==> src/rtl/pipe_stage_reg.sv <==
// pipe_stage_reg: one pipeline register stage capturing PC+PC_INC and the instruction, with nullify, flush and stall counter.
// Define PIPE_STAGE_REG_SKID_EN to add a one-entry skid buffer and a registered in_ready.
module pipe_stage_reg #(
   parameter int DATA_W = 32,
   parameter int PC_W   = 32,
   parameter int PC_INC = 4,
   parameter int CNT_W  = 8
) (
   input  logic              clk,
   input  logic              reset,
   input  logic              in_valid,
   output logic              in_ready,
   input  logic [PC_W-1:0]   in_pc,
   input  logic [DATA_W-1:0] in_instr,
   input  logic              nullify,
   input  logic              flush,
   output logic              out_valid,
   input  logic              out_ready,
   output logic [PC_W-1:0]   out_pc4,
   output logic [DATA_W-1:0] out_instr,
   output logic [CNT_W-1:0]  stall_cnt
);

   localparam logic [1:0]        ST_EMPTY   = 2'b00;
   localparam logic [1:0]        ST_FULL    = 2'b01;
`ifdef PIPE_STAGE_REG_SKID_EN
   localparam logic [1:0]        ST_SKID    = 2'b10;
`endif
   localparam logic [PC_W-1:0]   PC_ZERO    = {PC_W{1'b0}};
   localparam logic [DATA_W-1:0] INSTR_ZERO = {DATA_W{1'b0}};
   localparam logic [CNT_W-1:0]  CNT_ZERO   = {CNT_W{1'b0}};
   localparam logic [CNT_W-1:0]  CNT_MAX    = {CNT_W{1'b1}};
   localparam logic [CNT_W-1:0]  CNT_ONE    = CNT_W'(1'b1);
   localparam logic [PC_W-1:0]   PC_INC_C   = PC_W'(PC_INC);

   logic [1:0]        state_r, state_s;
   logic              out_valid_r;
   logic [PC_W-1:0]   pc4_r, pc4_s;
   logic [DATA_W-1:0] instr_r, instr_s;
   logic [CNT_W-1:0]  cnt_r, cnt_s;
   logic [PC_W-1:0]   in_pc4_s;
   logic              in_ready_s, in_hs_s, take_s, out_hs_s;
`ifdef PIPE_STAGE_REG_SKID_EN
   logic              in_ready_r;
   logic [PC_W-1:0]   skid_pc4_r, skid_pc4_s;
   logic [DATA_W-1:0] skid_instr_r, skid_instr_s;

   assign in_ready_s = in_ready_r;
`else
   assign in_ready_s = ~out_valid_r | out_ready;
`endif

   assign in_pc4_s = in_pc + PC_INC_C;
   assign in_hs_s  = in_valid & in_ready_s;
   assign take_s   = in_hs_s & ~nullify;
   assign out_hs_s = out_valid_r & out_ready;

   // Next state and payload; a nullified handshake still consumes the input but zeroes its destination.
   always_comb begin
      state_s = state_r;
      pc4_s   = pc4_r;
      instr_s = instr_r;
`ifdef PIPE_STAGE_REG_SKID_EN
      skid_pc4_s   = skid_pc4_r;
      skid_instr_s = skid_instr_r;
`endif
      if (flush) begin
         state_s = ST_EMPTY;
         pc4_s   = PC_ZERO;
         instr_s = INSTR_ZERO;
`ifdef PIPE_STAGE_REG_SKID_EN
         skid_pc4_s   = PC_ZERO;
         skid_instr_s = INSTR_ZERO;
`endif
      end else begin
         case (state_r)
            ST_EMPTY: begin
               if (take_s) begin
                  state_s = ST_FULL;
                  pc4_s   = in_pc4_s;
                  instr_s = in_instr;
               end else if (in_hs_s) begin
                  pc4_s   = PC_ZERO;
                  instr_s = INSTR_ZERO;
               end else begin
                  state_s = ST_EMPTY;
               end
            end
            ST_FULL: begin
               if (out_hs_s && take_s) begin
                  pc4_s   = in_pc4_s;
                  instr_s = in_instr;
               end else if (out_hs_s && in_hs_s) begin
                  state_s = ST_EMPTY;
                  pc4_s   = PC_ZERO;
                  instr_s = INSTR_ZERO;
               end else if (out_hs_s) begin
                  state_s = ST_EMPTY;
               end
`ifdef PIPE_STAGE_REG_SKID_EN
               else if (take_s) begin
                  state_s      = ST_SKID;
                  skid_pc4_s   = in_pc4_s;
                  skid_instr_s = in_instr;
               end else if (in_hs_s) begin
                  skid_pc4_s   = PC_ZERO;
                  skid_instr_s = INSTR_ZERO;
               end
`endif
               else begin
                  state_s = ST_FULL;
               end
            end
`ifdef PIPE_STAGE_REG_SKID_EN
            ST_SKID: begin
               if (out_hs_s) begin
                  state_s      = ST_FULL;
                  pc4_s        = skid_pc4_r;
                  instr_s      = skid_instr_r;
                  skid_pc4_s   = PC_ZERO;
                  skid_instr_s = INSTR_ZERO;
               end else begin
                  state_s = ST_SKID;
               end
            end
`endif
            default: begin
               state_s = ST_EMPTY;
               pc4_s   = PC_ZERO;
               instr_s = INSTR_ZERO;
            end
         endcase
      end
   end

   // Stall counter: counts held cycles of the presented entry, saturating.
   always_comb begin
      cnt_s = cnt_r;
      if (flush || out_hs_s || !out_valid_r) begin
         cnt_s = CNT_ZERO;
      end else if (cnt_r != CNT_MAX) begin
         cnt_s = cnt_r + CNT_ONE;
      end else begin
         cnt_s = cnt_r;
      end
   end

   // State, payload and counter registers.
   always_ff @(posedge clk or negedge reset) begin
      if (!reset) begin
         state_r      <= ST_EMPTY;
         out_valid_r  <= 1'b0;
         pc4_r        <= PC_ZERO;
         instr_r      <= INSTR_ZERO;
         cnt_r        <= CNT_ZERO;
`ifdef PIPE_STAGE_REG_SKID_EN
         in_ready_r   <= 1'b1;
         skid_pc4_r   <= PC_ZERO;
         skid_instr_r <= INSTR_ZERO;
`endif
      end else begin
         state_r      <= state_s;
         out_valid_r  <= (state_s != ST_EMPTY);
         pc4_r        <= pc4_s;
         instr_r      <= instr_s;
         cnt_r        <= cnt_s;
`ifdef PIPE_STAGE_REG_SKID_EN
         in_ready_r   <= (state_s != ST_SKID);
         skid_pc4_r   <= skid_pc4_s;
         skid_instr_r <= skid_instr_s;
`endif
      end
   end

   assign in_ready  = in_ready_s;
   assign out_valid = out_valid_r;
   assign out_pc4   = pc4_r;
   assign out_instr = instr_r;
   assign stall_cnt = cnt_r;

endmodule

==> config.mk <==
export PLATFORM = sky130hd
export DESIGN_NAME = pipe_stage_reg
export DESIGN_NICKNAME = d
export VERILOG_FILES = /design/src/rtl/pipe_stage_reg.sv
export SDC_FILE = /design/constraint.sdc
export NUM_CORES = 1
export LEC_CHECK = 0
export BUFFER_PORTS_ARGS = -buffer_cell sky130_fd_sc_hd__buf_4
export CAP_MARGIN = 20
export CORE_MARGIN = 1
export CORE_UTILIZATION = 51
export CTS_CLUSTER_DIAMETER = 120
export DETAILED_ROUTE_END_ITERATION = 10
export GPL_TIMING_DRIVEN = 1
export PLACE_DENSITY = 0.85
export SETUP_SLACK_MARGIN = 0.1
export SYNTH_ARGS = -nofsm -noshare
export SYNTH_HDL_FRONTEND = slang
export SYNTH_SLANG_ARGS = --single-unit
==> constraint.sdc <==
create_clock -name clk -period 4.6 [get_ports clk]
set_input_delay 0.23 -clock clk [delete_from_list [all_inputs] [get_ports clk]]
set_output_delay 0.23 -clock clk [all_outputs]
set_load 0.02 [all_outputs]
; Word-level counts from Yosys, hierarchy flattened
; Index checks and enable logic that the tools add are counted.
[classes]
add_sub_neg = 2
eq_ne = 4
muxes = 19
bitwise_logic = 6
n_reduce_logical = 9
[op_table]
columns = cell, count
row1 = $mux W32, 8
row2 = $pmux W32 S2, 2
row3 = $add A32 B3 Y32 const B, 1
row4 = $mux W8, 2
row5 = $add A8 B1 Y8 const B, 1
row6 = $mux W2, 4
row7 = $ne A4 B4 Y1 const B, 2
row8 = $ne A8 B8 Y1 const B, 1
row9 = $pmux W2 S2, 1
row10 = $reduce_bool A2 Y1, 2
row11 = $and A1 B1 Y1, 3
row12 = $eq A2 B1 Y1 const B, 1
row13 = $logic_and A1 B1 Y1, 2
row14 = $logic_not A2 Y1, 1
row15 = $logic_or A1 B1 Y1, 2
row16 = $mux W1, 2
row17 = $not A1 Y1, 2
row18 = $reduce_and A2 Y1, 1
row19 = $logic_not A1 Y1, 1
row20 = $or A1 B1 Y1, 1
[word_totals]
reg_bits = 75
input_bits = 70
output_inout_bits = 74

; Depth between registers and ports, before layout
[logic_depth]
ltp_word = 9
ltp_mapped = 6
ltp_nobuf = 6

; Least setup slack after synthesis
; Ideal clock, no wire load.
[synth_path]
path_kind = register to register
from = reg out_valid_r, in the netlist out_valid
to = reg instr_r[0], in the netlist out_instr[0]
arrival_time_ps = 1622
path_slack_ps = 2857
stages_incl_launch_ff = 7
n_path_buf = 2
synth_period_minus_slack_ps = 1743
cell_sequence = dfrtp_1 -> nand2b_1 -> a21boi_0 -> a21boi_1 -> buf_2 -> buf_1 -> a22o_1
[synth_between]
elab_chain_cells = 8
[synth_lines]
columns = element, line_no
row1 = from (decl), 37  ; logic out_valid_r;
row2 = from (signal assigned), 163  ; out_valid_r <= (state_s != ST_EMPTY);
row3 = $not A1 Y1 *, 50  ; assign in_ready_s = ~out_valid_r | out_ready;
row4 = $or A1 B1 Y1 *, 50
row5 = named net in_ready, 12  ; output logic in_ready,
row6 = $and A1 B1 Y1 *, 54  ; assign in_hs_s = in_valid & in_ready_s;
row7 = $and A1 B1 Y1, 55  ; assign take_s = in_hs_s & ~nullify;
row8 = $logic_and A1 B1 Y1, 90  ; if (out_hs_s && take_s) begin
row9 = $mux W32, 90
row10 = $pmux W32 S2, 76  ; case (state_r)
row11 = $mux W32, 67  ; if (flush) begin
row12 = to (signal assigned), 165  ; instr_r <= instr_s;
row13 = to (decl), 39  ; logic [DATA_W-1:0] instr_r, instr_s;
; The timed path passes the listed nets; every way through them passes the cells marked *.
; A chain may end at the register's enable or synchronous reset.

; Worst setup path after layout
[layout_path]
from = reg out_valid_r, in the netlist out_valid
to = reg pc4_r[1], in the netlist out_pc4[1]
[layout_between]
elab_chain_cells = 8
[layout_lines]
columns = element, line_no
row1 = $not A1 Y1, 50
row2 = $or A1 B1 Y1, 50
row3 = $and A1 B1 Y1, 54
row4 = $and A1 B1 Y1, 55
row5 = $logic_and A1 B1 Y1, 90
row6 = $mux W32, 90
row7 = $pmux W32 S2, 76
row8 = $mux W32, 67
row9 = to (signal assigned), 164  ; pc4_r <= pc4_s;
row10 = to (decl), 38  ; logic [PC_W-1:0] pc4_r, pc4_s;
; Several ways; a longest one is shown, not always the timed one.

==> impl_metrics.csv <==
group,metric,value,unit
clocking,clk-insertion-delay-late,0.33,ns
clocking,postCtsSetupBuffers,0,
floorplan,num_rows,29,
sta,fmaxAchievable,461,MHz
global_routing,grt_pass1_vias,2715,
synth,synth.cell_area,3400,sq um
sta,relSlewSlack,40.4,%
worst_setup_path,timing.critical_path.required,4.87,ns
clocking,clkTransAtPathRegs,0.08,ns
sta,worst_margin_slew,0.894,ns
sta,finalClockSkew,0.00724,ns
clocking,ctsHoldBuffers,0,
floorplan,die_y,83.7,microns
floorplan,start_util,53.3,%
floorplan,design.die.area,7010,sq um
worst_setup_path,critical-path-max-stage-delay,0.58,ns
detailed_routing,viasPerCell,5.59,
detailed_routing,drt_pass1_iterations,4,
worst_setup_path,worstPathMaxFanout,40,
cells_and_area,sequential_cell_area,1880,sq um
detailed_routing,vias,2784,
pwr,power.total,1.38,mW
worst_setup_path,worstPathCellList,"nand2b_1 > a21boi_0 > a21boi_4 > buf_4 > a22o_1",
detailed_routing,postRouteAntennaNets,0,
cells_and_area,fin_util,74.5,%
cells_and_area,fin_nets,489,
worst_setup_path,crit_slowest_cell,"sky130_fd_sc_hd__a21boi_4",
cells_and_area,final_layout_size_suffix_gt1_share,42.3,%
worst_setup_path,timing.critical_path.from_type,"register",
detailed_routing,drc,0,
sta,share_of_the_clock_period_used_by_the_worst_path,47.1,%
placement,final_gp_congestion,0.760,
placement,place.detailed.instances,482,
placement,numPortBuffers,143,
worst_setup_path,r2r_cells,5,
placement,place_hpwl,5740,microns
flow_run,drv.max_cap_violation_count,0,
synth,synthDistinctLibCells,37,
worst_hold_path,worst_hold_path_type,"in2async",
sta,setup_viol_count_final,0,
sta,fin_tns_setup,0,ns
floorplan,ioPinCount,144,
global_routing,remaining_overflow_grt,0,
synth,syn-instance-count,276,
global_routing,grt_first_pass_wirelength,12800,microns
detailed_routing,detail_route.iter0.violations,136,
clocking,h-tree-depth,3,
pwr,power.density,290,nW/um^2
synth,netlist_top_cells_area,"sky130_fd_sc_hd__dfrtp_1, sky130_fd_sc_hd__a22o_1, sky130_fd_sc_hd__xor2_1",
cells_and_area,multi_input_comb_area,1440,sq um
cells_and_area,number_of_antenna_cells_inserted,0,
synth,synthDominantAreaCellType,"sky130_fd_sc_hd__dfrtp_1",
detailed_routing,avgRoutedWirePerCell,16.4,microns
worst_setup_path,critPathKind,"reg2reg",
sta,fin_worst_hold_slack,0.0168,ns
worst_setup_path,cp_capture_type,"register",
clocking,cts_resized,0,
synth,synthesis.yosys.warnings,0,
outcome,outcome,"finished, final reports clean",
clocking,cts-root-to-sink-buffers,2,
cells_and_area,final-instance-count-excl-fill,498,
sta,report.final.hold_viol_count,0,
floorplan,core_area,6390,sq um
synth,syn_nets,348,
worst_setup_path,timing.critical_path.arrival,2.44,ns
sta,post-route-min-period,2.17,ns
clocking,cts_tree,"yes",
sta,setup_repair_after_global_routing_missed_its_margin,"false",
cells_and_area,area_delta_synth_final,39.7,%
synth,count_of_state_elements_after_synthesis,75,
clocking,tritoncts.num_buffers,9,
global_routing,antenna_found_initial,0,
clocking,cts.sinks,75,
global_routing,grt_use_total,23.0,%
floorplan,chipWidth,83.7,microns
global_routing,grt_max_degree,76,
pwr,vdd_drop_max,236,uV
clocking,clockRootBuffer,"sky130_fd_sc_hd__clkbuf_8",
synth,synth.yosys.seq_area_share,55.1,%
synth,synth_area_per_cell,12.3,sq um
cells_and_area,fillerInstances,464,
synth,yosys.area.top_type_share,55.1,%
pwr,power_leakage,2.42,nW
sta,timing.final.max_slew_violations,0,
detailed_routing,detail_route.wirelength,8190,microns
## logic make-up after synthesis
logic type / Yosys count / synth area share, %
flops: 75 / 55.1
fa+ha+maj: 2 / 0.735
simple gates: 66 / 13.7
compound gates: 78 / 19.0
other cells: 1 / 0.110
buf+inv: 22 / 2.94
xor+xnor: 30 / 7.72
mux: 2 / 0.588
## sequential cells by signal, indices dropped and copies added, names as in the netlist
register   flops
out_valid      1
out_instr     32
state_r        2
out_pc4       32
stall_cnt      8
## per-stage QoR
stage / setup slack (ns) / instance area [sq um]
finish: 2.43 / 4760
CTS: 2.19 / 4740
global route: 2.32 / 4760
floorplan: 2.86 / 3400
global placement: 2.35 / 4520
detailed placement: 2.24 / 4520
## critical path: cells and delay by family (launching register included)
kind / cells / cell delay [ns]
buffers and inverters: 1 / 0.49
and+or+nand+nor: 1 / 0.14
DFF: 1 / 0.43
AOI/OAI and AO/OA: 3 / 1.01
## cell usage after synthesis
| cell | count |
|---|---|
| sky130_fd_sc_hd__dfrtp_1 | 75 |
| sky130_fd_sc_hd__a22o_1 | 64 |
| sky130_fd_sc_hd__xor2_1 | 17 |
| sky130_fd_sc_hd__xnor2_1 | 13 |
| sky130_fd_sc_hd__nor2_1 | 12 |
| sky130_fd_sc_hd__buf_2 | 8 |
| sky130_fd_sc_hd__nand2_1 | 8 |
| sky130_fd_sc_hd__nand3_1 | 8 |
| sky130_fd_sc_hd__inv_1 | 7 |
| sky130_fd_sc_hd__nor4_2 | 7 |
| sky130_fd_sc_hd__buf_1 | 6 |
| sky130_fd_sc_hd__nand4_1 | 5 |
| sky130_fd_sc_hd__a31oi_1 | 4 |
| sky130_fd_sc_hd__and3_1 | 4 |
| sky130_fd_sc_hd__nor3_1 | 4 |
| sky130_fd_sc_hd__o21ai_0 | 4 |
| sky130_fd_sc_hd__and4_1 | 3 |
| sky130_fd_sc_hd__a21oi_1 | 2 |
| sky130_fd_sc_hd__and4_2 | 2 |
| sky130_fd_sc_hd__ha_1 | 2 |
| sky130_fd_sc_hd__mux2i_1 | 2 |
| sky130_fd_sc_hd__nand2b_1 | 2 |
| sky130_fd_sc_hd__nand3_2 | 2 |
| sky130_fd_sc_hd__nand4_4 | 2 |
| sky130_fd_sc_hd__a211oi_1 | 1 |
| sky130_fd_sc_hd__a21boi_0 | 1 |
| sky130_fd_sc_hd__a21boi_1 | 1 |
| sky130_fd_sc_hd__and2_1 | 1 |
| sky130_fd_sc_hd__buf_6 | 1 |
| sky130_fd_sc_hd__conb_1 | 1 |
| sky130_fd_sc_hd__nand3_4 | 1 |
| sky130_fd_sc_hd__nor2b_1 | 1 |
| sky130_fd_sc_hd__nor3_2 | 1 |
| sky130_fd_sc_hd__nor4b_2 | 1 |
| sky130_fd_sc_hd__o211a_1 | 1 |
| sky130_fd_sc_hd__or2_2 | 1 |
| sky130_fd_sc_hd__or3_1 | 1 |
## power by group
group	switching, mW	internal [mW]
clock network	0.228	0.318
logic	0.0806	0.0741
registers	0.00826	0.672
## worst paths after layout
path / start / slack [ns] / end
max in group asynchronous: reset / 3.99 / out_pc4[15]
min in group clk: in_instr[10] / 0.10 / out_instr[10]
worst min register to register: out_instr[20] / 0.51 / out_instr[20]
worst max register to register: out_valid / 2.43 / out_pc4[1]
worst min-delay path: reset / 0.02 / out_instr[8]
worst max-delay path: out_valid / 2.43 / out_pc4[1]
## routing by layer
metal  track usage (%)  routed length (microns)  vias to the layer above
li1                  -                        -                     1307
met1              29.6                     3540                     1351
met2              37.9                     3940                      116
met3              5.14                      595                       10
met4              8.94                      111                        0
met5                 0                        0                        -
## placed cells by master (no fill, tap or decap), drive strengths merged, types with 2 or more instances in the layout
cell / Yosys / layout
and3: 4 / 4
a21oi: 2 / 2
nor3: 5 / 5
xnor2: 13 / 13
and4: 5 / 5
o21ai: 4 / 4
nand2: 8 / 8
ha: 2 / 2
clkbuf: 0 / 11
nand2b: 2 / 2
inv: 7 / 7
bufinv: 0 / 2
nand4: 7 / 7
nor2: 12 / 12
nand3: 11 / 11
xor2: 17 / 17
clkinvlp: 0 / 2
nor4: 7 / 7
buf: 15 / 145
mux2i: 2 / 2
a21boi: 2 / 2
dfrtp: 75 / 75
a22o: 64 / 64
a31oi: 4 / 4
## area by class of cell
| class | instances | share of cell area (%) |
|---|---|---|
| well taps | 77 | 2.03 |
| multi-input cells | 179 | 30.3 |
| inverters | 7 | 0.552 |
| clock buffers | 11 | 2.97 |
| flip-flops and latches | 75 | 39.5 |
| repair buffers | 145 | 23.1 |
| clock inverters | 4 | 1.58 |
(Power assumes the default switching activity.)
